$ cat src/rtl/demux_stream_if.sv
// demux_stream_if: bus bundle for the 1-to-NUM_CH stream demultiplexer.
//   Upstream side : i_Data, i_Sel, i_Bcast, i_Valid -> block, o_Ready <- block
//   Downstream    : o_Data, o_Valid <- block (one slot per channel),
//                   i_Ready -> block (one consumer ready per channel)
//   Status        : o_Err <- block (sticky out-of-range select seen)
// Modports:
//   slave  - the demultiplexer itself
//   master - the environment (producer plus all consumers)
interface demux_stream_if #(
  parameter int DATA_W = 8,
  parameter int NUM_CH = 8
);
  localparam int SEL_W = $clog2(NUM_CH);

  logic [DATA_W-1:0]        i_Data;
  logic [SEL_W-1:0]         i_Sel;
  logic                     i_Bcast;
  logic                     i_Valid;
  logic                     o_Ready;
  logic [NUM_CH*DATA_W-1:0] o_Data;
  logic [NUM_CH-1:0]        o_Valid;
  logic [NUM_CH-1:0]        i_Ready;
  logic                     o_Err;

  modport slave (
    input  i_Data, i_Sel, i_Bcast, i_Valid, i_Ready,
    output o_Ready, o_Data, o_Valid, o_Err
  );

  modport master (
    output i_Data, i_Sel, i_Bcast, i_Valid, i_Ready,
    input  o_Ready, o_Data, o_Valid, o_Err
  );
endinterface

$ cat src/rtl/demux_stream.sv
// demux_stream: 1-to-NUM_CH stream demultiplexer with registered outputs.
//   Each accepted input word is written into the one-entry output slot of the
//   channel named by i_Sel, or into every slot when i_Bcast is set. Every
//   channel drains independently through its own valid/ready handshake.
// Parameters:
//   DATA_W  width of one data word
//   NUM_CH  number of output channels (2..64)
// Ports:
//   i_Clk   clock, all state on the rising edge
//   i_Rst   synchronous reset, active-high; clears slots, data and error flag
//   bus     demux_stream_if slave modport
//             o_Ready  combinational, depends on i_Ready of the target slot(s)
//             o_Data   channel k at bits [k*DATA_W +: DATA_W]
//             o_Valid  channel k slot holds a word
//             o_Err    sticky, set when an out-of-range unicast is accepted
module demux_stream #(
  parameter int DATA_W = 8,
  parameter int NUM_CH = 8
) (
  input  logic          i_Clk,
  input  logic          i_Rst,
  demux_stream_if.slave bus
);

  localparam int SEL_W    = $clog2(NUM_CH);
  localparam int SEL_SPAN = 1 << SEL_W;
  // With a power-of-two channel count every select value names a channel.
  localparam bit SEL_FULL = (SEL_SPAN == NUM_CH);

  logic [NUM_CH-1:0]        valid_q;
  logic [NUM_CH*DATA_W-1:0] data_q;
  logic                     err_q;

  logic [NUM_CH-1:0]        free;
  logic [SEL_SPAN-1:0]      free_pad;
  logic                     sel_ok;
  logic                     ready;
  logic                     accept;
  logic [NUM_CH-1:0]        load;
  logic                     err_set;

  // Handshake decode. free_pad extends the per-slot free vector to the full
  // select range so i_Sel can index it directly; the padding is never used
  // because out-of-range selects take the discard branch.
  always_comb begin
    free     = ~valid_q | bus.i_Ready;
    free_pad = '0;
    free_pad[NUM_CH-1:0] = free;

    sel_ok = SEL_FULL ? 1'b1 : (int'(bus.i_Sel) < NUM_CH);

    if (bus.i_Bcast) begin
      ready = &free;
    end else if (!sel_ok) begin
      ready = 1'b1;
    end else begin
      ready = free_pad[bus.i_Sel];
    end

    accept = bus.i_Valid & ready;

    load = '0;
    if (accept) begin
      if (bus.i_Bcast) begin
        load = '1;
      end else if (sel_ok) begin
        for (int unsigned k = 0; k < NUM_CH; k++) begin
          load[k] = (bus.i_Sel == SEL_W'(k));
        end
      end
    end

    err_set = accept & ~bus.i_Bcast & ~sel_ok;
  end

  // Output slots. A load only happens when the slot is free, so a stalled
  // slot (valid and not ready) keeps both data and valid unchanged. Load
  // takes priority over drain so a slot can empty and refill in one cycle.
  always_ff @(posedge i_Clk) begin
    if (i_Rst) begin
      valid_q <= '0;
      data_q  <= '0;
      err_q   <= 1'b0;
    end else begin
      for (int unsigned k = 0; k < NUM_CH; k++) begin
        if (load[k]) begin
          data_q[k*DATA_W +: DATA_W] <= bus.i_Data;
          valid_q[k]                 <= 1'b1;
        end else if (bus.i_Ready[k]) begin
          valid_q[k] <= 1'b0;
        end
      end
      if (err_set) begin
        err_q <= 1'b1;
      end
    end
  end

  always_comb begin
    bus.o_Ready = ready;
    bus.o_Data  = data_q;
    bus.o_Valid = valid_q;
    bus.o_Err   = err_q;
  end

endmodule

$ cat src/flat_wrapper.sv
// flat-port wrapper written by rule: the top's interface ports become plain ports
module demux_stream_flat 
#(
  parameter int DATA_W = 8,
  parameter int NUM_CH = 8
)
  (i_Clk, i_Rst, bus_i_Data, bus_i_Sel, bus_i_Bcast, bus_i_Valid, bus_i_Ready, bus_o_Ready, bus_o_Data, bus_o_Valid, bus_o_Err);
  demux_stream_if #(.DATA_W(DATA_W), .NUM_CH(NUM_CH)) bus_i ();
  input  logic i_Clk;
  input  logic i_Rst;
  input wire logic [$bits(bus_i.i_Data)-1:0] bus_i_Data;
  input wire logic [$bits(bus_i.i_Sel)-1:0] bus_i_Sel;
  input wire logic [$bits(bus_i.i_Bcast)-1:0] bus_i_Bcast;
  input wire logic [$bits(bus_i.i_Valid)-1:0] bus_i_Valid;
  input wire logic [$bits(bus_i.i_Ready)-1:0] bus_i_Ready;
  output wire logic [$bits(bus_i.o_Ready)-1:0] bus_o_Ready;
  output wire logic [$bits(bus_i.o_Data)-1:0] bus_o_Data;
  output wire logic [$bits(bus_i.o_Valid)-1:0] bus_o_Valid;
  output wire logic [$bits(bus_i.o_Err)-1:0] bus_o_Err;
  assign bus_i.i_Data = bus_i_Data;
  assign bus_i.i_Sel = bus_i_Sel;
  assign bus_i.i_Bcast = bus_i_Bcast;
  assign bus_i.i_Valid = bus_i_Valid;
  assign bus_i.i_Ready = bus_i_Ready;
  assign bus_o_Ready = bus_i.o_Ready;
  assign bus_o_Data = bus_i.o_Data;
  assign bus_o_Valid = bus_i.o_Valid;
  assign bus_o_Err = bus_i.o_Err;
  demux_stream #(.DATA_W(DATA_W), .NUM_CH(NUM_CH)) u_core (.i_Clk(i_Clk), .i_Rst(i_Rst), .bus(bus_i));
endmodule
$ cat config.mk
export PLATFORM = sky130hd
export DESIGN_NAME = demux_stream_flat
export DESIGN_NICKNAME = d
export VERILOG_FILES = /design/src/rtl/demux_stream_if.sv /design/src/rtl/demux_stream.sv /design/src/flat_wrapper.sv
export SDC_FILE = /design/constraint.sdc
export NUM_CORES = 1
export LEC_CHECK = 0
export CORE_MARGIN = 2
export CORE_UTILIZATION = 55
export DETAILED_ROUTE_END_ITERATION = 6
export PLACE_DENSITY = 0.86
export RECOVER_POWER = 25
export SLEW_MARGIN = 30
export SYNTH_ARGS = -nofsm -noshare
export SYNTH_HDL_FRONTEND = slang
export SYNTH_SLANG_ARGS = --single-unit
$ cat constraint.sdc
create_clock -name i_Clk -period 5.2 [get_ports i_Clk]
set_clock_uncertainty 0.2 [all_clocks]
set_input_delay 1.3 -clock i_Clk [delete_from_list [all_inputs] [get_ports i_Clk]]
set_output_delay 1.3 -clock i_Clk [all_outputs]
set_load 0.005 [all_outputs]
Word-level counts from Yosys, hierarchy flattened. Cells that the tools add are included.

Register bits: 72. Input bits: 23. Output and inout port bits: 74.

Magnitude comparators: 1. Eq/ne operators: 7. Muxes and demuxes: 21. Bitwise operators: 3. Reduce and logical (&&, ||, !) cells: 10.

Operators with widths (number): $mux 1 (18); $mux 8 (2); $reduce_bool 2->1 (8); $eq 3x3->1 const B (4); $not 8->8 (1); $or 8x8->8 (1); $reduce_and 8->1 (1); $eq 3x2->1 const B (2); $lt 3x4->1 const B (1); $bmux 1 s3 (1); $eq 3x1->1 const B (1); $logic_not 3->1 (1); $and 1x1->1 (1).

Depth between registers and ports, before layout. Gate-level depths: netlist of run 1.

Depth after elaboration: 8. Gate-level depth with buffers: 8. Gate-level depth less buffers: 5.

Least setup slack after synthesis of run 1. No wires, ideal clock.

Path type: in2out. Start: input bus_i_Ready[2]. End: output bus_o_Ready. Arrival: 2.273 ns. Required time: 3.700 ns. Path slack: 1.427 ns. Stages on the path: 6. Buffers on the path: 2. Cells stage by stage: nor2b_1 > nor4_4 > buf_4 > buf_2 > nand2_1 > a21oi_1.

Cells in the longest elaborated chain, start to end: 4. Elaborated cells on any way between the ends: 5.

RTL lines: start: declaration (line flat_wrapper.sv:15) `input wire logic [$bits(bus_i.i_Ready)-1:0] bus_i_Ready;`; $or 8x8->8 (*) (line demux_stream.sv:46) `free = ~valid_q | bus.i_Ready;`; $bmux 1 s3 (line demux_stream.sv:57) `ready = free_pad[bus.i_Sel];`; $mux 1 (implied by the code) (line demux_stream.sv:57); $mux 1 (*) (line demux_stream.sv:52) `if (bus.i_Bcast) begin`; end: declaration (line flat_wrapper.sv:16) `output wire logic [$bits(bus_i.o_Ready)-1:0] bus_o_Ready;`.

Every way passes the cells marked *; elsewhere a longest branch is shown, timed or not. The select of a mux whose other input is x is not followed.

Worst setup path in the final report of run 1.
Start: input bus_i_Sel[1]. End: output bus_o_Ready.

Cells in the longest elaborated chain, start to end: 3.

RTL lines: start: declaration (line flat_wrapper.sv:12) `input wire logic [$bits(bus_i.i_Sel)-1:0] bus_i_Sel;`; $bmux 1 s3 (line demux_stream.sv:57); $mux 1 (implied by the code) (line demux_stream.sv:57); $mux 1 (line demux_stream.sv:52).

Every way passes these cells. The select of a mux whose other input is x is not followed.

==> summary.md, run 1 <==
| Metric | Value |
|---|---|
| Hold-fix buffers at CTS | `0` |
| Worst Setup SP | `bus_i_Sel[1]` |
| Port Buffer Count | `95` |
| Synth top area cells | `dfxtp_1 (32%), mux2i_1 (14%), nand2b_1 (11%)` |
| Non-Filler Instances | `694` |
| Combinational family with the most area after synthesis | `compound AO/OA/AOI/OAI gates` |
| Synth top area share | `32.2%` |
| Worst path required time | `3.70 ns` |
| Synth Area per Inst | `8.43 sq um` |
| Diode count | `0` |
| Commonest non-fill, non-tap cell in the layout | `nand2b_1` |
| Chip width | `94.2 um` |
| Sequential area share after synthesis | `32.2%` |
| P&R area growth vs syn | `24.6%` |
| Synthesized instance count | `531` |
| Worst reg2reg path endpoint | `u_core.bus.o_Data[16]` |
| Inst Count DP | `678` |
| Status | `finished, final reports clean` |
| RR Startpoint | `u_core.bus.o_Valid[2]` |
| Primary FF master, synth | `dfxtp_1` |
| Post-synth cell types | `37` |
| Setup slack, reg-to-reg | `2.39 ns` |
| Antenna Nets Post-Route | `0` |
| Synth Area in Adders | `0%` |
| Slew at the pin closest to its max-slew limit | `1.04 ns` |
| Pre-Repair DR Iteration Count | `6` |
| Synth Warn # | `0` |
| Most frequent cells in the layout | `nand2b_1 (78), dfxtp_1 (72), a31oi_1 (68), nor2_1 (68)` |
| # IOs | `97` |
| Async S/R FF share, synth | `0%` |
| Synth area leader | `dfxtp_1` |
| Maximum vdd drop | `180 uV` |
| H-tree levels | `3` |
| Die ar. | `8870 sq um` |
| Seq cells post-synth | `72` |
| Clk_lat worst skew | `0.35 ns` |
| Syn Std Cell Area | `4470 sq um` |
| CTS buffer count | `9` |
| Pwr per Cell Area | `292 nW/um^2` |
| Synth Area in XOR/XNOR | `0%` |
| Most used cell, CP | `clkdlybuf4s50_1` |
| Vias in the first global route | `4,258` |
| Largest stage delay on the critical path | `0.69 ns` |
| Rows | `32` |
| Initial Util | `57.3%` |
| Number of flops mapped to enable cells by yosys | `0` |
| R2r worst-path depth | `6` |
| Reg clk slew, reported paths | `0.07 ns` |
| Static leakage | `0.00241 uW` |
| Final design utilization | `71.4%` |
| DP Wirelength | `8830 um` |
| Tmin final | `5.05 ns` |
| Post-Route WL | `14,300 um` |
| Hold path depth | `2` |
| Worst Hold Path EP | `u_core.bus.o_Data[24]` |
| Total congestion overflow | `0` |
| CTS Root Buffer Type | `clkbuf_8` |
| Initial antenna violation count | `0` |
| Gpl congestion | `1.00` |
| TritonCTS sink count | `72` |
| CP cell instances | `clkdlybuf4s50_1 > nor2_2 > a221oi_2 > nor3b_1 > a311oi_1 > a21oi_1 > clkdlybuf4s50_1` |
| WP data arrival | `3.55 ns` |
| Max-slew headroom | `30.6%` |
| RSZ-0062 raised after global routing | `no` |
| Beginning of the worst hold path | `u_core.bus.o_Data[24]` |
| Setup TNS | `0 ns` |
| Hold Crit Class | `register to register` |
| First-pass GRT wire length | `21,900 um` |
| Critical Path Slowest Stage Cell | `clkdlybuf4s50_1` |
| CP Class | `input port to output port` |
| CTS max path bufs | `2` |
| CP Capture Type | `output port` |
| Simple-gate share of the synthesized area | `21.4%` |
| Max-cap viol count | `0` |
| Via count | `4,639` |
| Final Hold Fails | `0` |
| Gr usage total | `31.6%` |
| Final net count | `610` |
| Final setup viols | `0` |
| Synth Area in Compound Gates | `25.4%` |
| DR WL/cell | `20.5 um` |
| Vias per cell | `6.68` |
| Net Count, Synth | `554` |
| Fin crit share | `97.2%` |
| Die Y | `94.2 um` |
| Starting DRT DRC Count | `542` |
| Largest net degree at the start of global routing | `73` |
| Startpoint Class | `input port` |
| Total core area | `7810 sq um` |
| F_max | `0.198 GHz` |
| Layout cells sized above 1 | `5.74%` |
| DRC viols | `0` |
| CTS tree | `done` |
| Peak fanout along the critical path | `10` |
| Pins Over Slew Limit | `0` |
| Post-synthesis mux area share | `14.3%` |
Yosys cell counts, drive strengths merged, types with 4 or more instances:
master  count
buf        32
nor2b       7
a31oi      68
nand2b     78
clkbuf     23
dfxtp      72
a21o        7
nand2      10
o211ai     64
o21ba       4
mux2i      64
a21oi      10
nor2       69
power by group:
part,switching (uW),total (uW),internal (uW)
combinational,230,430,200
clock,221,553,332
sequential,35.8,647,611
what timing repair did:
action / 4_1_cts / 5_1_grt
resized for setup: 0 / 1
endpoints found under the setup margin: 0 / 1
setup buffers: 0 / 0
area by class of cell:
cell class / instances / area [sq um]
clock buffers: 11 / 141
clock inverters: 5 / 104
fillers: 619 / 2230
inverters: 1 / 3.75
multi-input cells: 403 / 2760
flip-flops and latches: 72 / 1440
well taps: 102 / 128
repair buffers: 100 / 996
worst max-delay path by stage:
stage | endpoint | slack, ns | depth (start not counted)
2_1_floorplan | bus_o_Ready | 1.43 | 6
4_1_cts | bus_o_Ready | 0.04 | 7
5_1_grt | bus_o_Ready | 0.04 | 7
6_report | bus_o_Ready | 0.15 | 7
3_3_place_gp | bus_o_Ready | 0.17 | 7
3_5_place_dp | bus_o_Ready | 0.06 | 7
sequential cells by signal, indices dropped and copies added, names as in the netlist:
name,flops
u_core.bus.o_Valid,8
u_core.bus.o_Data,64
layer usage:
layer  vias to the layer above  part of all wire [%]  track usage [%]
met5                         -                     0                0
met4                         0                   3.0             10.6
met3                        40                    12             6.98
met2                       350                    46             50.9
met1                      2189                    39             41.6
li1                       2060                     -                -
logic make-up after synthesis:
kind of cell | after synthesis
other cells | 1
flops | 72
simple gates | 177
compound gates | 161
mux | 64
buf+inv | 56
stage by stage:
stage | hold WS [ns] | instance area, sq um | setup slack, ns | power (uW)
after floorplan | 0.310 | 4470 | 1.43 | 902
after global placement | 0.303 | 5330 | 0.170 | 1080
after detailed placement | 0.310 | 5330 | 0.0553 | 1090
after CTS | 0.328 | 5570 | 0.0425 | 1630
after global routing | 0.339 | 5580 | 0.0421 | 1690
final | 0.322 | 5580 | 0.147 | 1630
critical path: cells and delay by family:
| kind | cells | cell delay, ns |
|---|---|---|
| buffers and inverters | 2 | 1.22 |
| and+or+nand+nor | 2 | 0.37 |
| AOI/OAI and AO/OA | 3 | 0.66 |
Note: power is estimated with default switching activity, not from simulation.
==> run 2: changes to the inputs <==
Settings changed: CORE_UTILIZATION 55 to 58, DONT_BUFFER_PORTS from default to 1, PLACE_DENSITY 0.86 to 0.76.
Clock period 5.2 ns to 4.05 ns, I/O delays scaled along.
==> summary.md, run 2 (same netlist as run 1, synthesis figures left out) <==
| Metric | Value |
|---|---|
| Status | `finished, final reports clean` |
| Beginning of the worst hold path | `u_core.bus.o_Data[43]` |
| CTS resizes | `0` |
| Setup slack, reg-to-reg | `1.57 ns` |
| RR Startpoint | `u_core.bus.o_Valid[2]` |
| Design Power | `1740 uW` |
| Worst reg2reg path endpoint | `u_core.bus.o_Valid[2]` |
| Total congestion overflow | `0` |
| Port Buffer Count | `0` |
| Initial antenna violation count | `0` |
| Final Hold Fails | `0` |
| Startpoint Class | `input port` |
| Chip width | `91.8 um` |
| Pwr per Cell Area | `381 nW/um^2` |
| Post-CTS Setup Inserts | `0` |
| H-tree levels | `3` |
| Vias in the first global route | `3,910` |
| Starting DRT DRC Count | `578` |
| Hold path depth | `2` |
| Worst path required time | `2.84 ns` |
| Setup TNS | `0 ns` |
| Gr usage total | `30.6%` |
| Finished Cell Area | `4560 sq um` |
| TritonCTS sink count | `72` |
| Final worst slack | `0.702 ns` |
| Final net count | `516` |
| Gpl congestion | `0.854` |
| Vias per cell | `6.84` |
| Clk_lat worst skew | `0.35 ns` |
| Pre-Repair DR Iteration Count | `5` |
| Pins Over Slew Limit | `0` |
| Most frequent cells in the layout | `nand2b_1 (78), dfxtp_1 (72), nor2_1 (68)` |
| Diode count | `0` |
| DR WL/cell | `22.0 um` |
| Total core area | `7610 sq um` |
| First-pass GRT wire length | `20,500 um` |
| Die ar. | `8430 sq um` |
| Hold-fix buffers at CTS | `0` |
| Max-slew headroom | `41.0%` |
| P&R area growth vs syn | `1.90%` |
| Die Y | `91.8 um` |
| Slew at the pin closest to its max-slew limit | `0.886 ns` |
| CP Class | `input port to output port` |
| Fin crit share | `82.7%` |
| CTS max path bufs | `2` |
| # IOs | `97` |
| RSZ-0062 raised after global routing | `no` |
| Peak fanout along the critical path | `10` |
| Post-Route WL | `13,200 um` |
| Hold Slack | `0.345 ns` |
| Largest net degree at the start of global routing | `81` |
| Hold Crit Class | `register to register` |
| DP Area | `4390 sq um` |
| Layout cells sized above 1 | `6.43%` |
| DP Wirelength | `8100 um` |
| Antenna Nets Post-Route | `0` |
| CTS tree | `done` |
| Largest register FFs | `64` |
| Commonest non-fill, non-tap cell in the layout | `nand2b_1` |
| Reg clk slew, reported paths | `0.08 ns` |
| Final setup viols | `0` |
| Initial Util | `58.8%` |
| CTS buffer count | `9` |
| CP Capture Type | `output port` |
| Maximum vdd drop | `222 uV` |
| Via count | `4,105` |
| CTS Root Buffer Type | `clkbuf_8` |
| Rows | `32` |
| Tmin final | `3.35 ns` |
| WP data arrival | `2.14 ns` |
| R2r worst-path depth | `6` |
| DRC viols | `0` |
| Worst Hold Path EP | `u_core.bus.o_Data[43]` |
| F_max | `0.299 GHz` |
| Max-cap viol count | `0` |
| Static leakage | `0.00192 uW` |
| Post-Place Setup Slack | `0.714 ns` |
[run 2: cell types whose count changed in the layout (fill, tap and decap cells not counted)]
cell	change
a221oi_1	+1
buf_4	+1
a31oi_1	-1
clkinvlp_4	+1
clkinv_2	+1
dlygate4sd3_1	-36
a31oi_2	+1
buf_2	-1
a221oi_2	-1
clkbuf_1	+2
clkinv_4	-1
bufinv_16	-3
clkdlybuf4s50_1	-58
[run 2: critical path: stages]
cell and delay [ns]:
nor2b_4 0.13, a221oi_1 0.46, nor3b_1 0.26, a311oi_1 0.08, a21oi_1 0.20
[run 2: routing by layer]
metal	up-vias	wire [um]	global-route usage, %	share of wire [%]
met5	-	0	0	0
met2	258	6200	47.2	47
li1	1861	-	-	-
met1	1967	5340	41.9	40
met4	0	181	9.83	1.4
met3	19	1460	7.89	11
[run 2: area by class of cell]
type                    instances  area, sq um
clock inverters                 3         17.5
inverters                       1         3.75
fillers                       708         3050
flip-flops and latches         72         1440
repair buffers                  6         57.6
clock buffers                  13          149
multi-input cells             403         2760
well taps                     102          128
[run 2: power by group]
| group | total (uW) | leakage, uW | internal (uW) | switching, uW |
|---|---|---|---|---|
| clock network | 518 | 0.0000834 | 238 | 280 |
| logic | 368 | 0.00125 | 134 | 234 |
| registers | 849 | 0.000590 | 785 | 64.1 |
[run 2: how the worst max path moves through the flow]
stage / slack [ns] / start / endpoint / cells past startpoint
floorplan: 0.85 / bus_i_Ready[2] / bus_o_Ready / 6
global placement: 0.79 / bus_i_Ready[3] / bus_o_Ready / 5
detailed placement: 0.71 / bus_i_Sel[0] / bus_o_Ready / 5
CTS: 0.71 / bus_i_Sel[0] / bus_o_Ready / 5
global route: 0.60 / bus_i_Ready[3] / bus_o_Ready / 5
finish: 0.70 / bus_i_Sel[0] / bus_o_Ready / 5
[run 2: metrics by stage]
step / instances / util (%)
2_1_floorplan: 531 / -
3_3_place_gp: 584 / 57.7
3_5_place_dp: 584 / 57.7
4_1_cts: 600 / 59.9
5_1_grt: 600 / 59.9
6_report: 600 / 59.9
==> run 3: changes to the inputs <==
Settings changed: CORE_UTILIZATION 58 to 64, PLACE_DENSITY 0.76 to 0.8.
Clock period 4.05 ns to 3.35 ns, I/O delays scaled along.
==> summary.md, run 3 (same netlist as run 1, synthesis figures left out) <==
| Metric | Value |
|---|---|
| Pins Over Slew Limit | `0` |
| Commonest non-fill, non-tap cell in the layout | `nand2b_1` |
| H-tree levels | `3` |
| CTS resizes | `0` |
| P&R area growth vs syn | `3.16%` |
| # IOs | `97` |
| Vias in the first global route | `4,105` |
| RSZ-0062 raised after global routing | `no` |
| Hold Crit Class | `register to register` |
| Clk_lat worst skew | `0.36 ns` |
| GR Util met3 | `10.6%` |
| Total core area | `6790 sq um` |
| Setup slack, reg-to-reg | `0.82 ns` |
| Vias per cell | `6.89` |
| Final net count | `522` |
| Fin crit share | `89.3%` |
| Final design utilization | `67.9%` |
| WP data arrival | `1.95 ns` |
| Beginning of the worst hold path | `u_core.bus.o_Data[27]` |
| Die ar. | `7680 sq um` |
| CTS max path bufs | `2` |
| Static leakage | `0.00197 uW` |
| Largest register FFs | `64` |
| CTS buffer count | `9` |
| Gr usage total | `34.2%` |
| Startpoint Class | `input port` |
| First-pass GRT wire length | `20,500 um` |
| Diode count | `0` |
| Largest net degree at the start of global routing | `81` |
| Antenna Nets Post-Route | `0` |
| Worst reg2reg path endpoint | `u_core.bus.o_Data[58]` |
| DRC viols | `0` |
| Most frequent cells in the layout | `nand2b_1 (78), dfxtp_1 (72), a31oi_1 (68), nor2_1 (68)` |
| Port Buffer Count | `0` |
| Slew at the pin closest to its max-slew limit | `0.856 ns` |
| Maximum vdd drop | `291 uV` |
| Starting DRT DRC Count | `374` |
| RR Startpoint | `u_core.bus.o_Valid[2]` |
| Pwr per Cell Area | `467 nW/um^2` |
| Status | `finished, final reports clean` |
| Max-cap viol count | `0` |
| Hold-fix buffers at CTS | `0` |
| Chip width | `87.6 um` |
| Initial antenna violation count | `0` |
| Pre-Repair DR Iteration Count | `7` |
| DP Wirelength | `8160 um` |
| Peak fanout along the critical path | `10` |
| TritonCTS sink count | `72` |
| Die Y | `87.6 um` |
| Worst path required time | `2.31 ns` |
| Reg clk slew, reported paths | `0.08 ns` |
| GR Layer Usage met2 | `51.9%` |
| Post-Route WL | `13,000 um` |
| CP Capture Type | `output port` |
| Max-slew headroom | `42.9%` |
| Via count | `4,135` |
| Final setup viols | `0` |
| R2r worst-path depth | `7` |
| CP Class | `input port to output port` |
| Final Hold Fails | `0` |
| Setup TNS | `0 ns` |
| CTS Root Buffer Type | `clkbuf_8` |
| Worst Hold Path EP | `u_core.bus.o_Data[27]` |
| Rows | `30` |
| CTS tree | `done` |
| F_max | `0.334 GHz` |
| Hold path depth | `2` |
| Initial Util | `65.9%` |
| Gpl congestion | `0.822` |
| Busiest grt layer | `met2` |
| Tmin final | `2.99 ns` |
| Layout cells sized above 1 | `7.94%` |
| Post-CTS Setup Inserts | `0` |
| Met1 GRT Util | `44.7%` |
| DR WL/cell | `21.7 um` |
| Total congestion overflow | `0` |
==> run 3: per-layer routing <==
| metal | share of wire [%] | routed length [um] |
|---|---|---|
| met4 | 3.4 | 437 |
| met1 | 41 | 5280 |
| met3 | 11 | 1400 |
| met2 | 45 | 5890 |
| met5 | 0 | 0 |
==> run 3: how the worst max path moves through the flow <==
stage	start	to	slack, ns	cells past startpoint
detailed placement	bus_i_Sel[0]	bus_o_Ready	0.37	5
finish	bus_i_Sel[0]	bus_o_Ready	0.36	5
global placement	bus_i_Ready[3]	bus_o_Ready	0.45	5
global route	bus_i_Sel[0]	bus_o_Ready	0.35	5
CTS	bus_i_Sel[0]	bus_o_Ready	0.37	5
floorplan	bus_i_Ready[2]	bus_o_Ready	0.50	6
==> run 3: worst max-delay path, stage by stage <==
cell      delay (ns)
nor2b_4         0.13
a221oi_1        0.49
nor3b_1         0.25
a311oi_1        0.08
a21oi_1         0.17
==> run 3: layout make-up <==
type	count	area (sq um)
Clock inverter	4	26.3
Tap cell	96	120
Clock buffer	12	165
Timing Repair Buffer	12	103
Inverter	1	3.75
Multi-Input combinational cell	403	2760
Fill cell	545	2180
Sequential cell	72	1440
==> run 3: report_power, final <==
group          internal (uW)  total (uW)  switching (uW)  leakage [uW]
Sequential               949        1030            77.0      0.000590
Clock                    330         682             352     0.0000988
Combinational            168         450             282       0.00128
==> run 3: per-stage QoR <==
stage          cells  instance area (sq um)  hold slack (ns)  power [uW]  worst slack (ns)
6_report         600                   4620            0.347        2160             0.359
2_1_floorplan    531                   4470            0.310        1400             0.502
4_1_cts          600                   4620            0.346        2140             0.374
3_3_place_gp     584                   4420            0.336        1470             0.445
3_5_place_dp     584                   4420            0.334        1480             0.373
5_1_grt          600                   4620            0.349        2240             0.346
